<file path="src/rtl/idp_enc_scheduler.sv">
// rtl/idp_enc_scheduler.sv - round-robin scheduler sharing one IDP encoder, with a credit-protected tagged output FIFO
`ifndef IBLEN16
`define IBLEN16 12
`endif

module idp_enc_scheduler #(
  parameter int N_REQ = 4,
  parameter int DW = `IBLEN16,
  parameter int CW = 16,
  parameter int FIFO_DEPTH = 4,
  parameter longint unsigned MAX_WORD = (64'd1 << DW) - 64'd1,
  localparam int TW = (N_REQ > 1) ? $clog2(N_REQ) : 1
) (
  input  logic              clock,
  input  logic              reset,
  input  logic [N_REQ-1:0]    req_valid,
  input  logic [N_REQ*DW-1:0] req_data,
  output logic [N_REQ-1:0]    req_ready,
  output logic [N_REQ-1:0]    req_err,
  output logic [DW-1:0]       enc_datain,
  input  logic [CW-1:0]       enc_codeout,
  output logic                out_valid,
  input  logic                out_ready,
  output logic [CW-1:0]       out_code,
  output logic [TW-1:0]       out_tag,
  output logic                busy
);

  localparam int PW  = (FIFO_DEPTH > 1) ? $clog2(FIFO_DEPTH) : 1;
  localparam int NW  = $clog2(FIFO_DEPTH + 1);
  localparam int CRW = $clog2(FIFO_DEPTH + 3) + 1;

  logic [TW-1:0] rr;
  logic          s1v;
  logic [TW-1:0] s1_tag;
  logic          s2v;
  logic [TW-1:0] s2_tag;
  logic [NW-1:0] fifo_count;
  logic [PW-1:0] wr_ptr;
  logic [PW-1:0] rd_ptr;
  logic [CW-1:0] mem_code [FIFO_DEPTH];
  logic [TW-1:0] mem_tag  [FIFO_DEPTH];

  logic           pop;
  logic [CRW-1:0] credit;
  logic           credit_ok;
  logic           found;
  logic [TW-1:0]  cand;
  logic [TW-1:0]  gnt_idx;
  logic [TW-1:0]  next_rr;
  logic [DW-1:0]  gnt_word;
  logic           word_bad;
  logic           grant;
  logic           load;

  function automatic logic [PW-1:0] ptr_inc(input logic [PW-1:0] p);
    return (p == PW'(FIFO_DEPTH - 1)) ? '0 : p + PW'(1);
  endfunction

  // Every word in S1, S2 or the FIFO owns a FIFO slot, so a push can never find it full.
  always_comb begin
    pop       = out_valid & out_ready;
    credit    = CRW'(s1v) + CRW'(s2v) + CRW'(fifo_count);
    credit_ok = (credit - CRW'(pop)) < CRW'(FIFO_DEPTH);
  end

  always_comb begin
    found   = 1'b0;
    cand    = '0;
    gnt_idx = '0;
    for (int k = 0; k < N_REQ; k++) begin
      cand = TW'((int'(rr) + k) % N_REQ);
      if (!found && req_valid[cand]) begin
        found   = 1'b1;
        gnt_idx = cand;
      end
    end
  end

  always_comb begin
    gnt_word  = req_data[int'(gnt_idx)*DW +: DW];
    word_bad  = 64'(gnt_word) > MAX_WORD;
    grant     = found & credit_ok & ~reset;
    load      = grant & ~word_bad;
    next_rr   = (gnt_idx == TW'(N_REQ - 1)) ? '0 : gnt_idx + TW'(1);
    req_ready = grant ? (N_REQ'(1) << gnt_idx) : '0;
    req_err   = (grant && word_bad) ? (N_REQ'(1) << gnt_idx) : '0;
  end

  always_ff @(posedge clock or posedge reset) begin
    if (reset) begin
      rr         <= '0;
      s1v        <= 1'b0;
      s1_tag     <= '0;
      enc_datain <= '0;
      s2v        <= 1'b0;
      s2_tag     <= '0;
      fifo_count <= '0;
      wr_ptr     <= '0;
      rd_ptr     <= '0;
    end else begin
      if (grant) rr <= next_rr;
      s1v <= load;
      if (load) begin
        enc_datain <= gnt_word;
        s1_tag     <= gnt_idx;
      end
      s2v    <= s1v;
      s2_tag <= s1_tag;
      if (s2v) wr_ptr <= ptr_inc(wr_ptr);
      if (pop) rd_ptr <= ptr_inc(rd_ptr);
      case ({s2v, pop})
        2'b10:   fifo_count <= fifo_count + NW'(1);
        2'b01:   fifo_count <= fifo_count - NW'(1);
        default: fifo_count <= fifo_count;
      endcase
    end
  end

  // The encoder's registered code is valid exactly when the S2 shadow is valid.
  always_ff @(posedge clock) begin
    if (s2v) begin
      mem_code[wr_ptr] <= enc_codeout;
      mem_tag[wr_ptr]  <= s2_tag;
    end
  end

  assign out_valid = (fifo_count != '0);
  assign out_code  = out_valid ? mem_code[rd_ptr] : '0;
  assign out_tag   = out_valid ? mem_tag[rd_ptr] : '0;
  assign busy      = s1v | s2v | out_valid;

endmodule

</file>
<file path="config.mk">
export PLATFORM = sky130hd
export DESIGN_NAME = idp_enc_scheduler
export DESIGN_NICKNAME = d
export VERILOG_FILES = /design/src/rtl/idp_enc_scheduler.sv
export SDC_FILE = /design/constraint.sdc
export NUM_CORES = 1
export LEC_CHECK = 0
export CORE_AREA = 2 2 123 155
export DETAILED_ROUTE_END_ITERATION = 6
export DIE_AREA = 0 0 125 157
export GPL_TIMING_DRIVEN = 0
export HOLD_SLACK_MARGIN = 0.08
export PLACE_DENSITY = 0.57
export SLEW_MARGIN = 20
export SYNTH_ARGS = -nofsm -noshare
export SYNTH_HDL_FRONTEND = slang
export SYNTH_SLANG_ARGS = --single-unit
</file>
<file path="constraint.sdc">
create_clock -name clock -period 8.2 [get_ports clock]
set_clock_uncertainty 0.2 [all_clocks]
set_input_delay 0.82 -clock clock [delete_from_list [all_inputs] [get_ports clock]]
set_output_delay 0.82 -clock clock [all_outputs]
set_load 0.01 [all_outputs]
</file>
# == Word level (Yosys, flattened, before mapping) ==
# Memories as Yosys holds them, arrays and structs flattened.
# Index checks and enable logic that the tools add are counted.
# word_totals
regBits,27
ramBits,72
inputBits,71
elab_cells,74
memories,2
# classes
add_sub_neg,11
n_mul,1
n_lt_le_gt_ge,5
n_eq_ne,5
shifts,2
mux,25
n_bitwise,6
n_reduce_logical,8
# mem_list
memory,depth,width,read_ports,rd_ports_with_merged_regs,write_ports,line,source
mem_code,4,16,1,0,1,41,logic [CW-1:0] mem_code [FIFO_DEPTH];
mem_tag,4,2,1,0,1,42,logic [TW-1:0] mem_tag [FIFO_DEPTH];
# ops
cell,count
48-bit by 7-bit variable part select with 12-bit output,1
16-bit 2-to-1 mux,1
2-bit 2-to-1 mux,8
2-bit by 3-bit < comparator with 1-bit output (second input constant),4
1-bit 2-to-1 mux,10
2-bit by 1-bit adder with 2-bit output (second input constant),4
1-bit binary-select mux with 2-bit select,4
2-bit == test (second input constant),4
3-bit one-hot mux with 2 select lines,1
2-bit adder (second input constant),2
2-bit by 3-bit adder with 4-bit output,1
4-bit by 3-bit < comparator with 1-bit output (second input constant),1
2-bit by 2-bit multiplier with 4-bit output (second input constant),1
4-bit 2-to-1 mux,1
1-bit by 2-bit left shift with 4-bit output (first input constant),1
4-bit by 1-bit subtractor with 4-bit output,1
3-bit by 1-bit adder with 3-bit output (second input constant),1
1-bit AND,3
1-bit logical AND,3
1-bit zero test,3
3-bit nonzero test,1
3-bit by 1-bit subtractor with 3-bit output (second input constant),1
1-bit by 1-bit adder with 2-bit output,1
2-bit by 1-bit == test with 1-bit output (second input constant),1
3 further kinds,4

# == Logic depth before layout (Yosys ltp) ==
# logic_depth
ltp_word,15
depth_mapped,11

# == Least setup slack after synthesis ==
# No wires, ideal clock.
# synth_timing
path_type,reg-to-output
start,register fifo_count[0]
end,output req_ready[0]
arrival_ns,2.332
required_time_ns,7.180
slack_ns,4.848
path_stages_with_launch,10
path_cell_list,dfrtp_1 -> or3_1 -> nand2_2 -> xor2_1 -> inv_1 -> ha_1 -> nand3_1 -> and4b_1 -> or2_2 -> and3_1
# synth_between
elab_chain_len,7
elab_cells_between_ends,8
# synth_rtl
element,line,source
from (decl),38,logic [NW-1:0] fifo_count;
from (signal assigned),113,2'b10: fifo_count <= fifo_count + NW'(1);
from (signal assigned),114,2'b01: fifo_count <= fifo_count - NW'(1);
from (signal assigned),115,default: fifo_count <= fifo_count;
"parallel branches: the longest is 2 deep, another holds 2-bit by 3-bit adder with 4-bit output",n/a,
4-bit by 1-bit subtractor with 4-bit output *,64,credit_ok = (credit - CRW'(pop)) < CRW'(FIFO_DEPTH);
4-bit by 3-bit < comparator with 1-bit output *,64,
1-bit AND * (2 in series),83,grant = found & credit_ok & ~reset;
4-bit 2-to-1 mux *,86,req_ready = grant ? (N_REQ'(1) << gnt_idx) : '0;
to (decl),18,"output logic [N_REQ-1:0] req_ready,"
# Every way passes the cells marked *.

# == Worst setup path after layout ==
# layout_timing
start,input out_ready
end,output req_ready[2]
# layout_between
elab_chain_len,6
# layout_rtl
element,line,source
from (decl),23,"input logic out_ready,"
1-bit AND,62,pop = out_valid & out_ready;
4-bit by 1-bit subtractor with 4-bit output,64,
4-bit by 3-bit < comparator with 1-bit output,64,
1-bit AND (2 in series),83,
4-bit 2-to-1 mux,86,
# Every way passes these cells.

==> results <==
- The number of warnings printed during yosys synthesis is 0.
- The relative slew slack is 0.311.
- The critical path data required time is 7.18 ns.
- Summed over all nets, the half-perimeter wirelength after detailed placement is 6.89 mm.
- The number of H-tree levels is 3.
- For this run, the register share of the synthesized area comes to 0.631.
- Dividing the detail-routed via count by the number of cells gives 4.23.
- The nature of the critical path endpoint is an output port.
- The routing layer with the top usage in global route is met2.
- The core region is 18000 µm².
- The type of the tightest min-delay check is reg -> reg.
- The worst-case IR drop observed on VDD is 0.125 mV.
- The fraction of synthesized cell area taken by the top area cell type is 0.481.
- The number of CTS-inserted buffers is 9.
- The run finished with clean final reports.
- The number of antenna violations at the first check in global routing is 1.
- Of the cells placed in the final design, the portion with a size suffix greater than 1 is 0.147.
- In this run the power density over the cells is 321 nW/µm².
- Once the clock tree was built, the setup fixing pass inserted 0 buffers.
- Max-cap violations in this run came to 0.
- The met2 global-route usage is 0.182.
- The critical-path maximum fanout is 6.
- The launching point of the worst reg2reg path is fifo_count[0].
- Wires add up to 9.66 mm.
- The buffer type at the clock tree root is clkbuf_16.
- Setup repair after global routing left no endpoint under its margin.
- For met3 alone, demand over resource in global routing was 0.0360.
- Counting every sink on the clock net gives 99.
- The count of nets left with antenna violations after detail routing is 0.
- The routed wirelength normalized by instance count is 15.2 µm.
- The startpoint kind of the worst setup timing path is a primary input.
- The post-synthesis to final-layout area growth is 37.3%.
- Routability-driven placement finished with a final weighted congestion of 0.733.
- The dominant cell type by area after synthesis is edfxtp_1.
- The number of global-route vias before repair is 2973.
- The setup slack of the worst register-to-register path is 5.08 ns.
- The largest net degree at the start of global routing is 28.
- STA puts the critical path data arrival time at 3.37 ns.
- The violation count after the first detailed-routing iteration is 203.
- For the final routed database, the setup TNS stands at 0 ns.
- The measured slew at the worst slew-check pin is 1.03 ns.
- The most used flip-flop cell after synthesis is edfxtp_1.
- The gate count after technology mapping is 283.
- The maximum buffer depth of the clock tree is 2.
- The number of optimization iterations in the first detailed-route pass is 5.
- The count of non-filler cells in the finished layout is 637.
- The global-route total usage across every layer is 0.101.
- The number of placement rows is 55.
- Among all cell types in the netlist, the one instantiated most often is edfxtp_1.
- The post-synthesis instance area is 4500 µm².
- The worst hold slack is 0.181 ns.
- The total grt overflow is 0.
- For met1 alone, demand over resource in global routing was 0.111.
- In the finished design, the share of the clock period the worst path needs comes to 0.535.
- The number of enable flip-flop cells after synthesis is 72.
- The I/O pin total is 111.
- The instance count after placement with tap cells included is 620.
- By startpoint and endpoint, the worst setup path is classified as in -> out.
- After clock tree synthesis, the clock-pin slew on the worst setup and hold paths is 0.07 ns.
- The post-cts repair resize count is 0.
- The post-layout minimum cycle time is 4.39 ns.
- The completed layout was analyzed and its total power is 0.00198 W.
- The destination of the critical timing path is req_ready[2].
- The count of pins over their slew limit is 0.
- The leakage power summed over all cells is 2.34 nW.
- The hold buffer count at CTS is 0.
- At the end of the flow, the number of nets in the layout was 487.
- Ranked by total cell area, the synthesized netlist is headed by edfxtp_1 (48%), dfrtp_1 (15%), mux4_2 (9.0%), mux2i_1 (5.6%), ha_1 (3.3%).
- The die area is 19600 µm².
- The number of cells on the worst reg-to-reg path is 11.
- The later-pin clock latency in the skew report is 0.33 ns.
- After synthesis, the share of flip-flops with an asynchronous set or reset is 0.273.
- The number of I/O port buffers is 106.
- Counting instances in the post-synthesis netlist gives the leading cell types as edfxtp_1 (72), dfrtp_1 (27), mux2i_1 (25), and2_1 (22).
- At the end of the flow the core is filled with cells to 0.342.
- The final number of hold-violating endpoints was 0.
- The detailed-route via count is 2695.
- The capture point of the worst reg-to-reg path is enc_datain[10].
- The count of distinct cell types in the synthesized netlist is 40.
- The die is 125 µm wide.
- The average cell area after synthesis is 15.9 µm².
- For this configuration, the core starts out at a cell density of 0.249.
- Setup violations remaining at the end of the flow were counted as 0.
- The vertical die dimension is 157 µm.
- The CTS tree is yes.
- In this run the worst setup path begins at out_ready.
- The global-route wire length before repair is 15.3 mm.
- The DRC violation count after routing is 0.
- The number of flip-flops and latches in the synthesized netlist is 99.
- Timing would allow up to 228 MHz.
-- power by group --
group / switching (W) / internal, W / total, W
logic: 0.000388 / 0.000458 / 0.000847
clock network: 0.000179 / 0.000268 / 0.000446
registers: 0.0000521 / 0.000634 / 0.000687
-- worst max-delay path, cell delays in order --
cell and delay, ns:
clkdlybuf4s50_1 0.50, nand2_2 0.10, xor2_1 0.29, inv_1 0.09, ha_1 0.28, nand3_1 0.09, and4b_1 0.19, or2_2 0.34
and3_1 0.18, clkdlybuf4s50_1 0.49
-- metrics by stage --
stage	area, µm²	worst slack [ns]
after floorplan	4510	4.85
after global placement	5850	3.82
after detailed placement	5850	3.82
after CTS	6170	3.81
final	6170	3.81
after global routing	6170	3.69
-- routing by layer --
metal | vias to the layer above | share of wire
li1 | 1298 | -
met1 | 1281 | 0.41
met2 | 110 | 0.50
met3 | 6 | 0.082
met4 | 0 | 0.0081
met5 | - | 0
-- area by class of cell --
class,instances,area (µm²)
inverter,13,48.8
antenna,1,2.50
clock inverter,6,87.6
fill,1768,11900
tap,228,285
timing repair buffer,106,1060
multi-input combinational,156,1500
buffer,18,124
sequential,99,2840
clock buffer,10,229
-- sequential cells by signal, indices dropped and copies added, names as in the netlist --
register    cells
s2_tag          2
s1_tag          2
fifo_count      3
s2v             1
enc_datain     12
wr_ptr          2
mem_tag         8
rd_ptr          2
rr              2
mem_code       64
s1v             1
-- placed cells by master, fill, tap and decap left out, types with 2 or more instances in the layout --
cell type        instances
buf_4                    4
mux4_2                  18
mux2i_1                 25
dfrtp_1                 27
xor2_1                   2
and3_1                   4
and2_1                  22
a21oi_1                  6
o221ai_2                 9
or2_2                    2
clkbuf_16                9
bufinv_16                2
clkdlybuf4s50_1        106
nand2b_1                 3
conb_1                   4
or3_1                    2
nand2_1                 18
xnor2_1                  2
clkbuf_1                 7
clkinvlp_4               2
o221ai_1                 3
buf_2                    3
o21ai_0                  4
a21o_1                   2
nand3_1                  3
buf_6                    5
edfxtp_1                72
inv_1                   12
ha_1                    12
-- how the worst min path moves through the flow --
stage                     slack (ns)  startpoint  cells after the start        end
after floorplan                 0.15   s1_tag[0]                      0  s2_tag[0]
after global placement          0.17   s1_tag[1]                      0  s2_tag[1]
after detailed placement        0.17   s1_tag[0]                      0  s2_tag[0]
after CTS                       0.19   s1_tag[0]                      0  s2_tag[0]
after global routing            0.20   s1_tag[1]                      0  s2_tag[1]
final                           0.18   s1_tag[0]                      0  s2_tag[0]
-- cells by family after synthesis --
kind of cell	count (synthesis)	share of synthesized area
flops	99	0.631
other cells	1	0.000834
mux	44	0.148
xor+xnor	4	0.00779
simple gates	61	0.0749
fa+ha+maj	13	0.0379
buf+inv	31	0.0384
compound gates	30	0.0607
Note: power is estimated with default switching activity, not from simulation.
